**src/rtl/mult_arbiter.sv**
```systemverilog
// mult_arbiter: round-robin arbiter sharing one sequential multiplier
// between two requesters, with a WAIT timeout that aborts the operation.
//
// Ports:
//   clk, reset (async, active-low)
//   req0/req1, a0/b0/a1/b1   : requester levels and operands
//   done0/done1, err0/err1   : completion / timeout pulses
//   res0/res1                : registered products per requester
//   busy                     : FSM not idle
//   mul_a/mul_b/mul_start    : multiplier command
//   mul_product/mul_valid    : multiplier response
module mult_arbiter #(
  parameter int TIMEOUT = 32,
  parameter int W       = 4
) (
  input  logic           clk,
  input  logic           reset,
  input  logic           req0,
  input  logic           req1,
  input  logic [W-1:0]   a0,
  input  logic [W-1:0]   b0,
  input  logic [W-1:0]   a1,
  input  logic [W-1:0]   b1,
  output logic           done0,
  output logic           done1,
  output logic           err0,
  output logic           err1,
  output logic [2*W-1:0] res0,
  output logic [2*W-1:0] res1,
  output logic           busy,
  output logic [W-1:0]   mul_a,
  output logic [W-1:0]   mul_b,
  output logic           mul_start,
  input  logic [2*W-1:0] mul_product,
  input  logic           mul_valid
);

  typedef enum logic [1:0] {
    IDLE,
    ISSUE,
    WAIT,
    DONE
  } state_t;

  state_t     state;
  state_t     state_nx;
  logic       owner;
  logic       last;
  logic       err_q;
  logic [7:0] cnt;
  logic       grant;
  logic       any_req;
  logic       timeout;

  assign any_req = req0 | req1;

  // On a tie, serve whoever was not served last.
  assign grant = (req0 && req1) ? ~last : req1;

  assign timeout = (cnt == 8'(TIMEOUT - 1));

  always_comb begin
    state_nx = state;
    unique case (state)
      IDLE:  if (any_req) state_nx = ISSUE;
      ISSUE: state_nx = WAIT;
      WAIT:  if (mul_valid || timeout) state_nx = DONE;
      DONE:  state_nx = IDLE;
    endcase
  end

  always_ff @(posedge clk or negedge reset) begin
    if (!reset) state <= IDLE;
    else        state <= state_nx;
  end

  always_ff @(posedge clk or negedge reset) begin
    if (!reset) begin
      owner <= 1'b0;
      last  <= 1'b1;
      err_q <= 1'b0;
      cnt   <= 8'd0;
      res0  <= '0;
      res1  <= '0;
      mul_a <= '0;
      mul_b <= '0;
    end else begin
      unique case (state)
        IDLE: begin
          if (any_req) begin
            owner <= grant;
            mul_a <= grant ? a1 : a0;
            mul_b <= grant ? b1 : b0;
          end
        end
        ISSUE: begin
          cnt   <= 8'd0;
          err_q <= 1'b0;
        end
        WAIT: begin
          // A valid on the timeout edge still counts as success.
          if (mul_valid) begin
            if (owner) res1 <= mul_product;
            else       res0 <= mul_product;
          end else if (timeout) begin
            if (owner) res1 <= '0;
            else       res0 <= '0;
            err_q <= 1'b1;
          end else begin
            cnt <= cnt + 8'd1;
          end
        end
        DONE: last <= owner;
      endcase
    end
  end

  assign busy      = (state != IDLE);
  assign mul_start = (state == ISSUE);
  assign done0     = (state == DONE) && !owner;
  assign done1     = (state == DONE) && owner;
  assign err0      = done0 && err_q;
  assign err1      = done1 && err_q;

endmodule

```
**config.mk**
```make
export PLATFORM = sky130hd
export DESIGN_NAME = mult_arbiter
export DESIGN_NICKNAME = d
export VERILOG_FILES = /design/src/rtl/mult_arbiter.sv
export SDC_FILE = /design/constraint.sdc
export NUM_CORES = 1
export LEC_CHECK = 0
export ABC_AREA = 1
export CAP_MARGIN = 20
export CORE_ASPECT_RATIO = 0.6
export CORE_MARGIN = 3
export CORE_UTILIZATION = 50
export CTS_BUF_LIST = sky130_fd_sc_hd__clkbuf_16
export DETAILED_ROUTE_END_ITERATION = 16
export PLACE_DENSITY_LB_ADDON = 0.05
export SYNTH_ARGS = -nofsm -noshare
export SYNTH_HDL_FRONTEND = slang
export SYNTH_SLANG_ARGS = --single-unit
export TNS_END_PERCENT = 30
```
**constraint.sdc**
```tcl
create_clock -name clk -period 2.04 [get_ports clk]
set_input_delay 0.306 -clock clk [delete_from_list [all_inputs] [get_ports clk]]
set_output_delay 0.306 -clock clk [all_outputs]
set_load 0.02 [all_outputs]
```
==> results of run 1 <==
final cells by class:
type / instances / share of cell area, %
clock inverter: 3 / 0.4267
tap: 45 / 2.134
timing repair buffer: 63 / 23.23
clock buffer: 5 / 4.742
multi-input combinational: 162 / 31.63
sequential: 37 / 35.14
inverter: 19 / 2.703
path summary, 6_finish.rpt:
path | startpoint | slack, ns | to | cells after the start
max | state[1] | 0.07 | done0 | 4
max in group asynchronous | reset | 1.40 | res1[2] | 1
max reg2reg | state[1] | 0.38 | mul_b[0] | 7
min in group clk | res1[5] | 0.47 | res1[5] | 2
min | reset | 0.12 | res0[5] | 1
min reg2reg | res1[5] | 0.47 | res1[5] | 2
power groups by stage:
stage                     Clock (µW)  Combinational [µW]  Sequential, µW
after global routing             753                2050            1240
after detailed placement           0                1870            1210
final                            710                1870            1200
after global placement             0                1850            1210
after floorplan                    0                 875            1460
after CTS                        722                1880            1200
registers in the layout (all words and copies together) (netlist names):
name / flops
last: 1
state: 2
owner: 1
mul_b: 4
err_q: 1
cnt: 8
res1: 8
mul_a: 4
res0: 8
what timing repair did:
action / CTS / global route
gates resized for setup: 2 / 1
hold buffers: 0 / 0
setup endpoints to repair: 2 / 1
pin swaps: 0 / 0
per-stage QoR:
| step | area, µm² | worst slack [ns] | std cells | util, % |
|---|---|---|---|---|
| 6_report | 2639 | 0.07300 | 334 | 77.08 |
| 5_1_grt | 2639 | 0.004649 | 334 | 77.08 |
| 4_1_cts | 2636 | 0.05138 | 334 | 77.01 |
| 3_5_place_dp | 2502 | 0.2932 | 326 | 73.10 |
| 3_3_place_gp | 2502 | 0.3370 | 326 | 73.10 |
| 2_1_floorplan | 1876 | 0.5879 | 225 | - |
worst max-delay path, delay by kind of cell, from the launching register on:
kind / cells / cell delay [ns]
adder cells (fa/ha/maj): 1 / 0.20
buffers and inverters: 2 / 0.68
flip-flops: 1 / 0.41
AND/OR/NAND/NOR: 1 / 0.11
cells by family (layout without fill, tap and decap cells):
group / count (synthesis) / count (layout) / share of synthesized area (%)
buffers and inverters: 26 / 90 / 6.070
and+or+nand+nor: 124 / 124 / 31.42
DFF: 37 / 37 / 49.43
adders and majority gates: 5 / 5 / 3.336
AOI/OAI and AO/OA: 33 / 33 / 9.741
layout by cell type (no fill, tap or decap), drive strengths merged, types with 2 or more instances in the layout:
cell type and n:
clkdlybuf4s50 54, o21ai 28, a21oi 4, dlygate4sd2 2
ha 5, buf 6, nand3 16, nor2 14
inv 21, nand2 75, dfrtp 36, nand4 17
clkbuf 5
per-layer routing:
| layer | track usage (%) | vias to the layer above | wire (µm) |
|---|---|---|---|
| li1 | - | 871 | - |
| met1 | 31.93 | 764 | 2412 |
| met2 | 30.80 | 45 | 1815 |
| met3 | 6.998 | 9 | 246 |
| met4 | 8.684 | 0 | 58 |
| met5 | 0 | - | 0 |
==> flow_metrics.py, run 1 <==
metrics = {
    "run_status": {
        "status": "completed",
    },
    "yosys": {
        "synth_top_area_share_pct": 48.03,
        "synth.most_common_cell": "nand2_1",
        "yosysTopAreaCell": "dfrtp_1",
        "mappedNetlistArea_um2": 1876,
        "yosys_warnings": 0,
        "synth_flop_cell": "dfrtp_1",
        "synth_seq_cells": 37,
        "yosysSeqAreaShare_pct": 49.43,
        "ys_types": 26,
        "syn_avg_cell_area_um2": 8.336,
        "syn_nets": 259,
        "synthCells": 225,
        "synth-edff-count": 0,
        "synth-async-reset-ratio_pct": 100.0,
        "netlist_top_cells_count": "72 x nand2_1, 36 x dfrtp_1, 18 x o21ai_0",
        "synth_area_leaders": "dfrtp_1 48%, nand2_1 14%, nand4_1 5.7%",
    },
    "power_and_ir_drop": {
        "p_int_uw": 2229,
        "clkPwrFrac_pct": 18.8,
        "cellPowerDensity_nw_per_um2": 1433,
        "switching_power_uw": 1552,
        "p_seq_share_pct": 31.8,
        "vdd_drop_max_v": 0.0008952,
        "switching_share_pct": 41.04,
        "finalPower_uw": 3781,
        "pwr-share-comb_pct": 49.4,
        "p_leak_uw": 0.001244,
    },
    "die": {
        "pin_count": 59,
        "initial_core_util_pct": 54.79,
        "die_h_um": 53.44,
        "core_area_um2": 3423,
        "die_w_um": 85.07,
        "dieArea_um2": 4546,
        "rows": 16,
    },
    "cts": {
        "clkSinkCount": 37,
        "cts-buffers-inserted": 5,
        "clkTransAtPathRegs_ns": 0.06,
        "htreeDepth": 2,
        "clk_path_buf_depth": 2,
        "clk_latency_ns": 0.28,
        "post-cts-setup-buffer-count": 0,
        "clock-root-buffer": "clkbuf_16",
        "cts_tree": "yes",
    },
    "global_route": {
        "grt_overflow": 0,
        "grt_antenna_before_repair": 0,
        "grt_pass1_wl_mm": 7.672,
        "grt_max_degree": 38,
        "track_usage_pct": 22.27,
        "grt_pass1_vias": 1644,
    },
    "timing": {
        "fin_crit_ns": 1.967,
        "whs_ns": 0.1152,
        "slew_violations": 0,
        "finalHoldViolCount": 0,
        "max_freq_ghz": 0.5084,
        "rsz0062_at_grt": "no",
        "min_period_over_period_pct": 96.42,
        "timing.slew.headroom_pct": 46.07,
        "setup_violations": 0,
        "fin_skew_ns": 0.005256,
        "worst_pin_slew_ns": 0.8089,
        "tns_ns": 0,
    },
    "route": {
        "drt_iter0_drc": 78,
        "drc": 0,
        "dr.pass1.iters": 4,
        "wirelength_mm": 4.533,
        "postRouteAntennaNets": 0,
        "routedWlPerCell_um": 13.57,
        "vias_per_cell": 5.057,
        "vias": 1689,
    },
    "critical_path": {
        "required_ns": 1.73,
        "setup.worst_path.start_class": "flip-flop",
        "worstPathArrival_ns": 1.66,
        "cpPeakStageDelay_ns": 0.61,
        "cp_max_fo": 4,
        "cp_cell_sequence": "ha_1, inv_1, nor2_1, clkdlybuf4s50_1",
        "path_class": "flip-flop to output port",
        "end_kind": "output port",
        "slowest_stage": "clkdlybuf4s50_1",
    },
    "placement": {
        "hpwl_mm": 3.389,
        "place_congestion": 0.8073,
        "io_buffer_count": 58,
    },
    "layout": {
        "register_area_um2": 927.1,
        "multiInputGateArea_um2": 834.6,
        "syn_to_final_growth_pct": 40.69,
        "fillCellCount": 261,
        "antennaDiodeCount": 0,
        "num-nets-final": 322,
        "drive_gt1_share_pct": 10.03,
    },
    "worst_hold_path": {
        "min_path_type": "input pin to asynchronous set/reset pin",
    },
    "run": {
        "maxCapViolCount": 0,
    },
}
No activity file was read; power rests on OpenSTA's default activity.
==> run 2: changes to the inputs <==
CORE_UTILIZATION = 25   (was 50)
clock period = 1.7 ns   (was 2.04 ns; I/O delays follow)
==> run 2 against run 1 <==
Die area is 89% higher; non-clock buffer count rose by 8; cell area up 5.6%; core utilization decreased by 37 points; critical endpoint is now err1; combinational power grew 25%; clock power up 44%; global-route usage down 9.6 points.
==> flow_metrics.py, run 2 (synthesized netlist as in run 1, its figures left out) <==
metrics = {
    "run_status": {
        "status": "completed",
    },
    "route": {
        "vias": 1664,
        "drc": 0,
        "dr.pass1.iters": 4,
        "postRouteAntennaNets": 0,
        "drt_iter0_drc": 93,
        "vias_per_cell": 4.191,
        "routedWlPerCell_um": 12.87,
        "wirelength_mm": 5.110,
    },
    "placement": {
        "hpwl_mm": 4.039,
        "io_buffer_count": 58,
        "dp_slack_ns": 0.003569,
        "place_congestion": 0.7899,
    },
    "power_and_ir_drop": {
        "switching_power_uw": 1903,
        "vdd_drop_max_v": 0.0006322,
        "pwr-share-comb_pct": 48.9,
        "p_int_uw": 2886,
        "p_leak_uw": 0.001285,
        "finalPower_uw": 4790,
        "clkPwrFrac_pct": 21.4,
        "switching_share_pct": 39.74,
        "p_seq_share_pct": 29.7,
        "cellPowerDensity_nw_per_um2": 1719,
    },
    "cts": {
        "clkSinkCount": 37,
        "clk_path_buf_depth": 2,
        "cts_tree": "yes",
        "cts-buffers-inserted": 5,
        "clock-root-buffer": "clkbuf_16",
        "clk_latency_ns": 0.28,
        "post-cts-setup-buffer-count": 0,
        "clkTransAtPathRegs_ns": 0.05,
        "htreeDepth": 2,
    },
    "die": {
        "die_w_um": 117.8,
        "initial_core_util_pct": 26.93,
        "core_area_um2": 6964,
        "dieArea_um2": 8611,
        "pin_count": 59,
        "die_h_um": 73.09,
        "rows": 23,
    },
    "layout": {
        "num-nets-final": 330,
        "fin_util_pct": 40.01,
        "largestRegisters": "cnt (8), res0 (8), res1 (8)",
        "antennaDiodeCount": 0,
        "drive_gt1_share_pct": 12.79,
        "layout_common_cells": "72 x nand2_1, 51 x clkdlybuf4s50_1, 36 x dfrtp_1",
        "fillCellCount": 718,
        "register_area_um2": 927.1,
        "layout_commonest_cell": "nand2_1",
        "syn_to_final_growth_pct": 48.57,
        "multiInputGateArea_um2": 834.6,
    },
    "critical_path": {
        "slowest_stage": "dfrtp_1",
        "end_kind": "output port",
        "r2r-start": "state[0]",
        "cp_max_fo": 3,
        "setup.worst_path.start_class": "flip-flop",
        "worstPathArrival_ns": 1.36,
        "reg2reg_slack_ns": 0.18,
        "path_class": "flip-flop to output port",
        "reg2regPathDepth": 8,
        "r2r-end": "mul_b[2]",
        "required_ns": 1.44,
        "cp_cell_sequence": "ha_1, nand2_1, nor2_1, dlygate4sd2_1",
        "cpPeakStageDelay_ns": 0.40,
    },
    "global_route": {
        "grt_overflow": 0,
        "top_usage_layer": "met1",
        "grt_pass1_vias": 1593,
        "grt_antenna_before_repair": 0,
        "track_usage_pct": 12.70,
        "grt_max_degree": 18,
        "met2_usage_pct": 14.50,
        "met1_usage_pct": 20.75,
        "grt_pass1_wl_mm": 8.376,
        "grt_util_met3_pct": 4.725,
    },
    "timing": {
        "worst_slack_ns": 0.08677,
        "min_period_over_period_pct": 94.90,
        "finalHoldViolCount": 0,
        "fin_crit_ns": 1.613,
        "fin_skew_ns": 0.007114,
        "worst_pin_slew_ns": 0.3596,
        "tns_ns": 0,
        "max_freq_ghz": 0.6199,
        "timing.slew.headroom_pct": 76.03,
        "slew_violations": 0,
        "setup_violations": 0,
        "rsz0062_at_grt": "no",
    },
    "worst_hold_path": {
        "min_path_type": "input pin to asynchronous set/reset pin",
    },
    "run": {
        "maxCapViolCount": 0,
    },
}
run 2: area by class of cell:
class | count | area share [%]
clock buffers | 5 | 4.490
repair buffers | 71 | 23.89
well taps | 100 | 4.490
flip-flops and latches | 37 | 33.27
clock inverters | 3 | 1.347
inverters | 19 | 2.559
multi-input cells | 162 | 29.95
run 2: metrics by stage:
stage          instances  hold slack (ns)  area (µm²)
6_report             397           0.4261        2786
5_1_grt              397           0.4725        2786
4_1_cts              397           0.4476        2789
3_5_place_dp         388           0.1971        2624
3_3_place_gp         388           0.1978        2624
2_1_floorplan        225         -0.04059        1876
run 2: per-layer routing:
metal  up-vias  part of all wire, %
met2        38                   35
li1        888                    -
met5         -                    0
met4         0                 0.43
met3         2                  6.1
met1       736                   58
run 2: how the worst max path moves through the flow:
stage                         from  cells after the start  endpoint  slack, ns
after detailed placement  state[0]                      4      err0      0.004
after CTS                 state[0]                      4      err0      0.001
after floorplan           state[0]                      7  mul_a[1]       0.28
final                     state[0]                      4      err1       0.09
after global placement    state[0]                      4      err0       0.05
after global routing      state[0]                      4      busy     0.0006
run 2: repair_timing:
item	in CTS	in global routing
hold buffers	1	0
cloned	0	0
gates resized for setup	8	2
setup endpoints to repair	6	2
hold endpoints to repair	14	0
run 2: power by group through the flow:
| stage | Combinational [µW] | Sequential (µW) | Clock (µW) |
|---|---|---|---|
| after global placement | 2420 | 1430 | 0 |
| after floorplan | 1050 | 1750 | 0 |
| final | 2340 | 1420 | 1020 |
| after detailed placement | 2400 | 1430 | 0 |
| after CTS | 2380 | 1430 | 1060 |
| after global routing | 2580 | 1480 | 1110 |
run 2: critical path, delay by kind of cell (launching register included):
kind          cells  cell delay (ns)
buf+inv           1             0.31
flops             1             0.40
simple gates      2             0.15
fa+ha+maj         1             0.22
